**src/rtl/chunk_adder.sv**
```systemverilog
// Multi-cycle adder/subtractor: CHUNK bits per clock, LS chunk first,
// with valid/ready handshakes and carry/overflow flags.
module chunk_adder #(
  parameter int WIDTH  = 16,
  parameter int CHUNK  = 4,
  parameter bit SIGNED = 1'b1
) (
  input  logic             clk,
  input  logic             rst_n,
  input  logic             in_valid,
  output logic             in_ready,
  input  logic [WIDTH-1:0] a,
  input  logic [WIDTH-1:0] b,
  input  logic             c_in,
  input  logic             sub,
  output logic             out_valid,
  input  logic             out_ready,
  output logic [WIDTH-1:0] sum,
  output logic             c_out,
  output logic             ovf
);

  localparam int N  = WIDTH / CHUNK;
  localparam int CW = (N > 1) ? $clog2(N) : 1;
  localparam logic [CW-1:0] LAST = CW'(N - 1);

  localparam logic [1:0] IDLE = 2'd0;
  localparam logic [1:0] RUN  = 2'd1;
  localparam logic [1:0] DONE = 2'd2;

  logic [1:0]       state;
  logic [CW-1:0]    cnt;
  logic             carry;
  logic             sub_r;
  logic [WIDTH-1:0] a_r;
  logic [WIDTH-1:0] b_r;
  logic [WIDTH-1:0] work;
  logic [CHUNK:0]   csum;
  logic [WIDTH-1:0] work_nxt;
  logic             last;
  logic             msb_cin;
  logic             fin_c;
  logic             fin_ovf;

  assign in_ready  = (state == IDLE);
  assign out_valid = (state == DONE);
  assign last      = (cnt == LAST);

  assign csum = {1'b0, a_r[CHUNK-1:0]}
              + {1'b0, b_r[CHUNK-1:0]}
              + {{CHUNK{1'b0}}, carry};

  // Result chunks enter at the top and shift down, so the
  // LS chunk lands at bit 0 after N steps.
  assign work_nxt = (work >> CHUNK)
                  | (WIDTH'(csum[CHUNK-1:0]) << (WIDTH - CHUNK));

  assign fin_c   = csum[CHUNK];
  assign msb_cin = a_r[CHUNK-1] ^ b_r[CHUNK-1] ^ csum[CHUNK-1];
  assign fin_ovf = SIGNED ? (msb_cin ^ fin_c)
                          : (sub_r ? ~fin_c : fin_c);

  always_ff @(posedge clk or negedge rst_n) begin
    if (!rst_n) begin
      state <= IDLE;
      cnt   <= '0;
      carry <= 1'b0;
      sub_r <= 1'b0;
      a_r   <= '0;
      b_r   <= '0;
      work  <= '0;
      sum   <= '0;
      c_out <= 1'b0;
      ovf   <= 1'b0;
    end else begin
      unique case (1'b1)
        state == IDLE: begin
          if (in_valid) begin
            a_r   <= a;
            b_r   <= sub ? ~b : b;
            carry <= sub | c_in;
            sub_r <= sub;
            cnt   <= '0;
            state <= RUN;
          end
        end
        state == RUN: begin
          a_r   <= a_r >> CHUNK;
          b_r   <= b_r >> CHUNK;
          carry <= fin_c;
          work  <= work_nxt;
          cnt   <= cnt + 1'b1;
          if (last) begin
            sum   <= work_nxt;
            c_out <= fin_c;
            ovf   <= fin_ovf;
            cnt   <= '0;
            state <= DONE;
          end
        end
        state == DONE: begin
          if (out_ready) state <= IDLE;
        end
        default: state <= IDLE;
      endcase
    end
  end

endmodule
```
**config.mk**
```make
export PLATFORM = sky130hd
export DESIGN_NAME = chunk_adder
export DESIGN_NICKNAME = d
export VERILOG_FILES = /design/src/rtl/chunk_adder.sv
export SDC_FILE = /design/constraint.sdc
export NUM_CORES = 1
export LEC_CHECK = 0
export BUFFER_PORTS_ARGS = -buffer_cell sky130_fd_sc_hd__buf_2
export CORE_ASPECT_RATIO = 0.7
export CORE_MARGIN = 1
export CORE_UTILIZATION = 38
export DETAILED_ROUTE_END_ITERATION = 10
export GPL_TIMING_DRIVEN = 0
export PLACE_DENSITY = 0.62
export SLEW_MARGIN = 10
export SYNTH_ARGS = -nofsm -noshare
export SYNTH_HDL_FRONTEND = slang
export SYNTH_SLANG_ARGS = --single-unit
```
**constraint.sdc**
```tcl
create_clock -name clk -period 2 [get_ports clk]
set_clock_uncertainty 0.05 [all_clocks]
set_input_delay 0.1 -clock clk [delete_from_list [all_inputs] [get_ports clk]]
set_output_delay 0.1 -clock clk [all_outputs]
set_load 0.005 [all_outputs]
```
## Word level (Yosys, flattened, before mapping)

Index checks and enable logic that the tools add are counted.

- Add/sub/neg operators: 3
- Equality and inequality tests: 6
- Multiplexer cells: 14
- Bitwise operators: 6
- Reduce and logical (&&, ||, !) cells: 5

Operators with widths:

| cell | count |
|---|---|
| $pmux 16 s2 | 2 |
| $mux 16 | 3 |
| $not 16->16 | 1 |
| $or 12x16->16 | 1 |
| $mux 2 | 5 |
| $pmux 2 s3 | 1 |
| $add 4x4->5 | 1 |
| $add 5x1->5 | 1 |
| $eq 2x2->1 const B | 2 |
| $ne 2x2->1 const B | 2 |
| $pmux 2 s2 | 1 |
| $reduce_and 2->1 | 2 |
| $reduce_and 3->1 | 1 |
| $xor 1x1->1 | 3 |
| $add 2x1->2 const B | 1 |
| $eq 2x1->1 const B | 1 |
| $logic_not 2->1 | 1 |
| $ne 2x1->1 const B | 1 |
| $pmux 1 s2 | 1 |
| $reduce_bool 2->1 | 1 |
| $mux 1 | 1 |
| $or 1x1->1 | 1 |

- Register bits: 71
- Bits of input ports: 38

## Longest topological paths before layout

Gate-level depths: netlist (run 1).

- Word-level depth: 4
- Gate-level depth with buffers: 7
- Gate-level depth less buffers: 7

## Worst setup path before layout (run 1)

No wires, ideal clock.

- Path kind: register -> register
- Start point: register carry
- End point: register ovf
- Setup time: 0.127 ns
- Arrival: 1.534 ns
- Setup slack: 0.289 ns
- Stages on the path, launching flop included: 8
- Buffers on the path: 0
- Clock period less this slack: 1.711 ns
- Cells stage by stage: dfrtp_1 -> fa_1 -> inv_1 -> fa_1 -> nand2b_1 -> o2bb2ai_1 -> xnor2_1 -> o21ai_0

- Cells in the longest elaborated chain, start to end: 3

RTL lines:

| item | RTL line | text |
|---|---|---|
| start, declared | 33 | `logic carry;` |
| start signal, assigned | 81 | `carry <= sub \| c_in;` |
| start signal, assigned | 90 | `carry <= fin_c;` |
| $add 5x1->5 (*) | 51 | `+ {{CHUNK{1'b0}}, carry};` |
| $xor 1x1->1 | 59 | `assign msb_cin = a_r[CHUNK-1] ^ b_r[CHUNK-1] ^ csum[CHUNK-1];` |
| $xor 1x1->1 (*) | 60 | `assign fin_ovf = SIGNED ? (msb_cin ^ fin_c)` |
| end signal, assigned | 96 | `ovf <= fin_ovf;` |
| end, declared | 20 | `output logic ovf` |

Every way passes the cells marked *; elsewhere a longest branch is shown, timed or not.
A chain may end at the register's enable or synchronous reset.

## Final worst setup path (run 1)

Same ends and word-level chain as after synthesis.

==> results.json, run 1 <==
{
  "tns_ns": 0,
  "synth_top_area_cell": "dfrtp_1",
  "synth_nets": 331,
  "cts_root_buffer": "clkbuf_16",
  "critPathMostFrequentCell": "fa_1",
  "postLayoutCellArea_sq_um": 3984,
  "ys.flop_type": "dfrtp_1",
  "worstSetupEndpointType": "register",
  "place_inst": 445,
  "netlist_area_sq_um": 3141,
  "fin_total_pwr_mw": 6.791,
  "pwr-share-seq_pct": 35.2,
  "peakVddDrop_mv": 0.7677,
  "worstHoldEndpoint": "a_r[9]",
  "post-dp-hpwl_microns": 5127,
  "clock_path_buffers": 2,
  "overflow": 0,
  "diodes": 0,
  "whs_path_depth": 3,
  "netlist.area_leader.share_pct": 53.39,
  "track_usage_pct": 17.76,
  "numCtsBuffers": 9,
  "synth_common_cells": "67 x dfrtp_1, 47 x nand2_1, 28 x o22ai_1, 18 x o21ai_0, 17 x a21oi_1",
  "rsz0062_at_grt": "no",
  "io_pins": 58,
  "report.final.hold_viol_count": 0,
  "ff2ff_path_depth": 7,
  "grt_pass1_wl_microns": 11920,
  "crit_family": "adder cells",
  "drt_iter0_markers": 128,
  "synth.avg_cell_area_sq_um": 10.94,
  "cts_tree": "done",
  "dpl-instance-area_sq_um": 3577,
  "leakage_nw": 1.922,
  "fin_util_pct": 50.18,
  "r2r_slack_ns": 0.14,
  "arrival_ns": 2.02,
  "worst_ep_required_time_ns": 2.16,
  "synthTopCellsByArea": "dfrtp_1 53%, nand2_1 5.6%, o22ai_1 5.6%",
  "intPower_mw": 4.329,
  "gp_congestion": 0.8089,
  "setup_violations": 0,
  "synthCells": 287,
  "fin_ws_ns": 0.1382,
  "path_buf_inv": 1,
  "yosysWarnings": 0,
  "die_w_microns": 110.7,
  "dieArea_sq_um": 8638,
  "yosysMostFrequentCell": "dfrtp_1",
  "power.density_nw_per_um2": 1705,
  "outcome": "completed",
  "hp-start": "a[9]",
  "worst_path_largest_cell_delay_ns": 0.47,
  "via_per_inst": 5.111,
  "io_buffers": 56,
  "crit_fanout": 3,
  "grt_max_degree": 44,
  "slew_viol_final": 0,
  "crit_chain": "fa_1 -> inv_1 -> fa_1 -> nand2b_1 -> o2bb2ai_2 -> xnor2_1 -> o21ai_0",
  "cts.sinks": 67,
  "synth-seq-cells": 67,
  "grt_pass1_vias": 2428,
  "clk_pin_slew_worst_paths_ns": 0.06,
  "synthArstFlopShare_pct": 100.0,
  "synth_seq_area_share_pct": 53.39,
  "criticalPathCategory": "reg -> reg",
  "drv_cap": 0,
  "htreeDepth": 3,
  "fmax_ghz": 0.5371,
  "area_growth_pct": 26.85,
  "wirelength_microns": 7230,
  "place_ws_ns": 0.08833,
  "power.switching_mw": 2.462,
  "ant_nets": 0,
  "rows": 27,
  "start_kind": "register",
  "drcViolationCount": 0,
  "r2r-start": "carry",
  "dieHeight_microns": 78.06,
  "p_comb_share_pct": 39.7,
  "wire_per_inst_microns": 15.42,
  "min_period_ns": 1.862,
  "relSlewSlack_pct": 64.57,
  "critPathSlowestCell": "fa_1",
  "worstMarginPinSlew_ns": 0.5314,
  "core_area_sq_um": 7939,
  "swShare_pct": 36.26,
  "start_util_pct": 39.56,
  "synth_edf_count": 0,
  "drive_above_1_share_pct": 30.71,
  "p_clk_share_pct": 25.1,
  "hp-class": "in -> reg",
  "nets": 407,
  "first_pass_iters": 4,
  "final-instance-count-excl-fill": 469,
  "antenna_found_initial": 0,
  "vias": 2397,
  "synth_cell_type_count": 36,
  "r2r-end": "ovf",
  "finalCritPeriodShare_pct": 93.09,
  "clk_latency_ns": 0.33,
  "whs_ns": 0.02204
}
[worst max path at each step]
stage,from,endpoint,slack [ns],cells after the start
2_1_floorplan,carry,ovf,0.29,7
3_3_place_gp,carry,ovf,0.09,7
3_5_place_dp,carry,ovf,0.09,7
4_1_cts,carry,ovf,0.08,7
5_1_grt,carry,ovf,0.04,7
6_report,carry,ovf,0.14,7
[registers in the layout, summed over array words and instances (netlist names)]
signal	count
work	12
state	2
carry	1
b_r	16
ovf	1
sum	16
cnt	2
a_r	16
c_out	1
[cell type report]
class | instances | area (sq um)
Buffer | 20 | 140.1
Clock buffer | 9 | 225.2
Clock inverter | 7 | 100.1
Tap cell | 101 | 126.4
Sequential cell | 67 | 1677
Timing Repair Buffer | 65 | 385.4
Inverter | 9 | 33.78
Fill cell | 738 | 3955
Multi-Input combinational cell | 191 | 1296
[cells in the final DEF, fill, tap and decap left out, types with 2 or more instances in the layout]
master	n
buf_6	5
buf_2	62
clkbuf_1	3
clkinv_4	3
dfrtp_1	67
xor2_1	12
ha_1	4
buf_4	8
inv_1	8
nor2_1	9
dlygate4sd3_1	6
bufinv_16	2
o21ai_0	18
fa_1	2
nand2_1	47
a21oi_1	17
mux2_4	9
xnor2_1	7
a22oi_1	10
o22ai_1	28
clkbuf_16	9
mux2_2	4
a22o_1	8
[cells by family (layout without fill, tap and decap cells)]
kind of cell | Yosys count | count (layout) | share of synthesized area [%]
muxes | 13 | 13 | 5.737
xor gates and xnor gates | 19 | 19 | 5.299
adders and majority gates | 6 | 6 | 2.869
DFF | 67 | 67 | 53.39
buffers and inverters | 29 | 110 | 5.538
and+or+nand+nor | 63 | 63 | 8.765
AOI/OAI and AO/OA | 90 | 90 | 18.41
[power groups by stage]
stage,combinational [mW],sequential (mW),clock [mW]
finish,2.69,2.39,1.70
global placement,2.57,2.39,0
floorplan,1.88,2.32,0
detailed placement,2.64,2.41,0
CTS,2.66,2.40,1.73
global route,3.02,2.47,1.78
[timing repair]
action,in CTS,in global routing
buffers inserted,0,2
endpoints found under the setup margin,0,1
hold endpoints to repair,72,0
gates resized for setup,0,1
hold buffers,6,0
[metal layers]
metal,global-route usage [%],up-vias,part of all wire [%]
met4,6.133,0,1.3
met5,0,-,0
met3,5.019,10,4.2
li1,-,1163,-
met2,25.96,62,43
met1,25.26,1162,52
[worst reg2reg max path, stage by stage (launching register included)]
cell and delay, ns:
dfrtp_1 0.42, fa_1 0.47, inv_1 0.09, fa_1 0.20, nand2b_1 0.13, o2bb2ai_2 0.17
xnor2_1 0.14, o21ai_0 0.08
Power figures use the tool's default switching activity.
==> inputs of run 2 (changes only) <==
Settings changed: SETUP_SLACK_MARGIN set to 0.5.
==> results.json, run 2 (synthesis results as in run 1) <==
{
  "top_regs": "a_r x16, b_r x16, sum x16",
  "grt_pass1_wl_microns": 12480,
  "outcome": "completed",
  "grt_pass1_vias": 2448,
  "worstSetupEndpointType": "register",
  "crit_end": "ovf",
  "r2r_slack_ns": 0.29,
  "peakVddDrop_mv": 0.7323,
  "power.density_nw_per_um2": 1738,
  "place_inst": 445,
  "core_area_sq_um": 7939,
  "intPower_mw": 4.756,
  "drt_iter0_markers": 180,
  "wire_per_inst_microns": 15.52,
  "maxUsedRoutingLayer": "met4",
  "fillers": 696,
  "final_common_cell": "dfrtp_1",
  "ant_nets": 0,
  "clk_latency_ns": 0.33,
  "cts_tree": "done",
  "gp_congestion": 0.7748,
  "post-dp-hpwl_microns": 5058,
  "rows": 27,
  "cts_root_buffer": "clkbuf_16",
  "criticalPathCategory": "reg -> reg",
  "power.switching_mw": 2.661,
  "area_growth_pct": 35.90,
  "leakage_nw": 2.050,
  "cts.sinks": 67,
  "vias": 2497,
  "grt_max_degree": 44,
  "antenna_found_initial": 0,
  "wl_met1_microns": 3667,
  "diodes": 0,
  "final_cell_mix": "66 x dfrtp_1, 58 x buf_2, 47 x nand2_1",
  "nets": 423,
  "p_comb_share_pct": 46.2,
  "worst_ep_required_time_ns": 2.16,
  "finalCritPeriodShare_pct": 85.49,
  "swShare_pct": 35.87,
  "clk_pin_slew_worst_paths_ns": 0.06,
  "io_pins": 58,
  "route.met2.wl_microns": 3299,
  "drive_above_1_share_pct": 37.76,
  "slew_viol_final": 0,
  "start_kind": "register",
  "worstMarginPinSlew_ns": 0.3657,
  "first_pass_iters": 4,
  "die_w_microns": 110.7,
  "place_ws_ns": 0.2071,
  "r2r-start": "a_r[0]",
  "dieHeight_microns": 78.06,
  "report.final.hold_viol_count": 0,
  "fmax_ghz": 0.5848,
  "arrival_ns": 1.87,
  "met3WireLength_microns": 465,
  "p_clk_share_pct": 21.5,
  "via_per_inst": 5.148,
  "min_period_ns": 1.710,
  "setup_violations": 0,
  "overflow": 0,
  "r2r-end": "ovf",
  "track_usage_pct": 18.58,
  "numCtsBuffers": 9,
  "drv_cap": 0,
  "drcViolationCount": 0,
  "tns_ns": 0,
  "pwr-share-seq_pct": 32.3,
  "clock_path_buffers": 2,
  "final-instance-count-excl-fill": 485,
  "fin_ws_ns": 0.2901,
  "critPathLaunch": "a_r[0]",
  "dieArea_sq_um": 8638,
  "wirelength_microns": 7525,
  "ff2ff_path_depth": 7,
  "start_util_pct": 39.56,
  "rsz0062_at_grt": "yes",
  "relSlewSlack_pct": 75.53,
  "hp-class": "in -> reg",
  "crit_fanout": 3,
  "htreeDepth": 3,
  "io_buffers": 56
}
run 2: cell count changes in the layout (fill, tap and decap cells not counted), moves of 2 or more:
cell and change:
buf_12 +2, buf_2 -4, clkbuf_1 -2, clkbuf_2 +3
buf_4 +12, clkinvlp_4 +2, fa_1 -2, clkinv_4 -3
inv_1 -2, o21ai_0 -8, fa_2 +2, buf_8 +3
clkbuf_16 +2, o21ai_1 +7
run 2: worst max-delay path: stages, from the launching register on:
cell and delay [ns]:
dfrtp_1 0.40, fa_2 0.41, inv_2 0.07, fa_2 0.19, nand2b_4 0.13, o2bb2ai_4 0.13
xnor2_1 0.14, o21ai_1 0.08
run 2: power groups by stage:
stage	Combinational [mW]	Sequential (mW)	Clock [mW]
global placement	2.67	2.40	0
global route	3.79	2.48	1.70
detailed placement	2.76	2.42	0
finish	3.42	2.40	1.60
floorplan	2.01	2.32	0
CTS	2.94	2.38	1.63
run 2: final cells by class:
class                           count  area [sq um]  share of cell area (%)
Multi-Input combinational cell    191          1375                   32.22
Clock buffer                       11         242.7                   5.687
Tap cell                          101         126.4                   2.961
Buffer                             20         188.9                   4.427
Timing Repair Buffer               81         556.8                   13.05
Sequential cell                    67          1678                   39.31
Inverter                            9         40.04                  0.9381
Clock inverter                      5         60.06                   1.407
run 2: layer usage:
layer | global-route usage (%) | vias to the layer above
li1 | - | 1206
met1 | 25.95 | 1211
met2 | 27.20 | 73
met3 | 6.486 | 7
met4 | 5.333 | 0
met5 | 0 | -
run 2: worst min path at each step:
| stage | from | to | cells past startpoint |
|---|---|---|---|
| floorplan | rst_n | a_r[0] | 0 |
| global placement | out_ready | state[1] | 2 |
| detailed placement | rst_n | sum[4] | 1 |
| CTS | a[9] | a_r[9] | 3 |
| global route | a[3] | a_r[3] | 3 |
| finish | a[9] | a_r[9] | 3 |
run 2: through the flow:
stage	utilization (%)	power [mW]	instance area (sq um)	hold WS [ns]
detailed placement	45.45	5.174	3608	-0.01691
global route	53.76	7.978	4268	0.03847
global placement	45.07	5.071	3578	0.2518
finish	53.76	7.417	4268	0.01026
floorplan	-	4.332	3172	-0.2456
CTS	51.14	6.949	4060	0.006118
run 2: repair_timing:
item                                    in CTS  in global routing
cloned                                       0                  2
buffers inserted                             9                  7
endpoints found under the hold margin       72                  0
endpoints found under the setup margin      25                 52
pin swaps                                    3                  6
gates resized for setup                      7                 36
hold buffers                                 6                  0
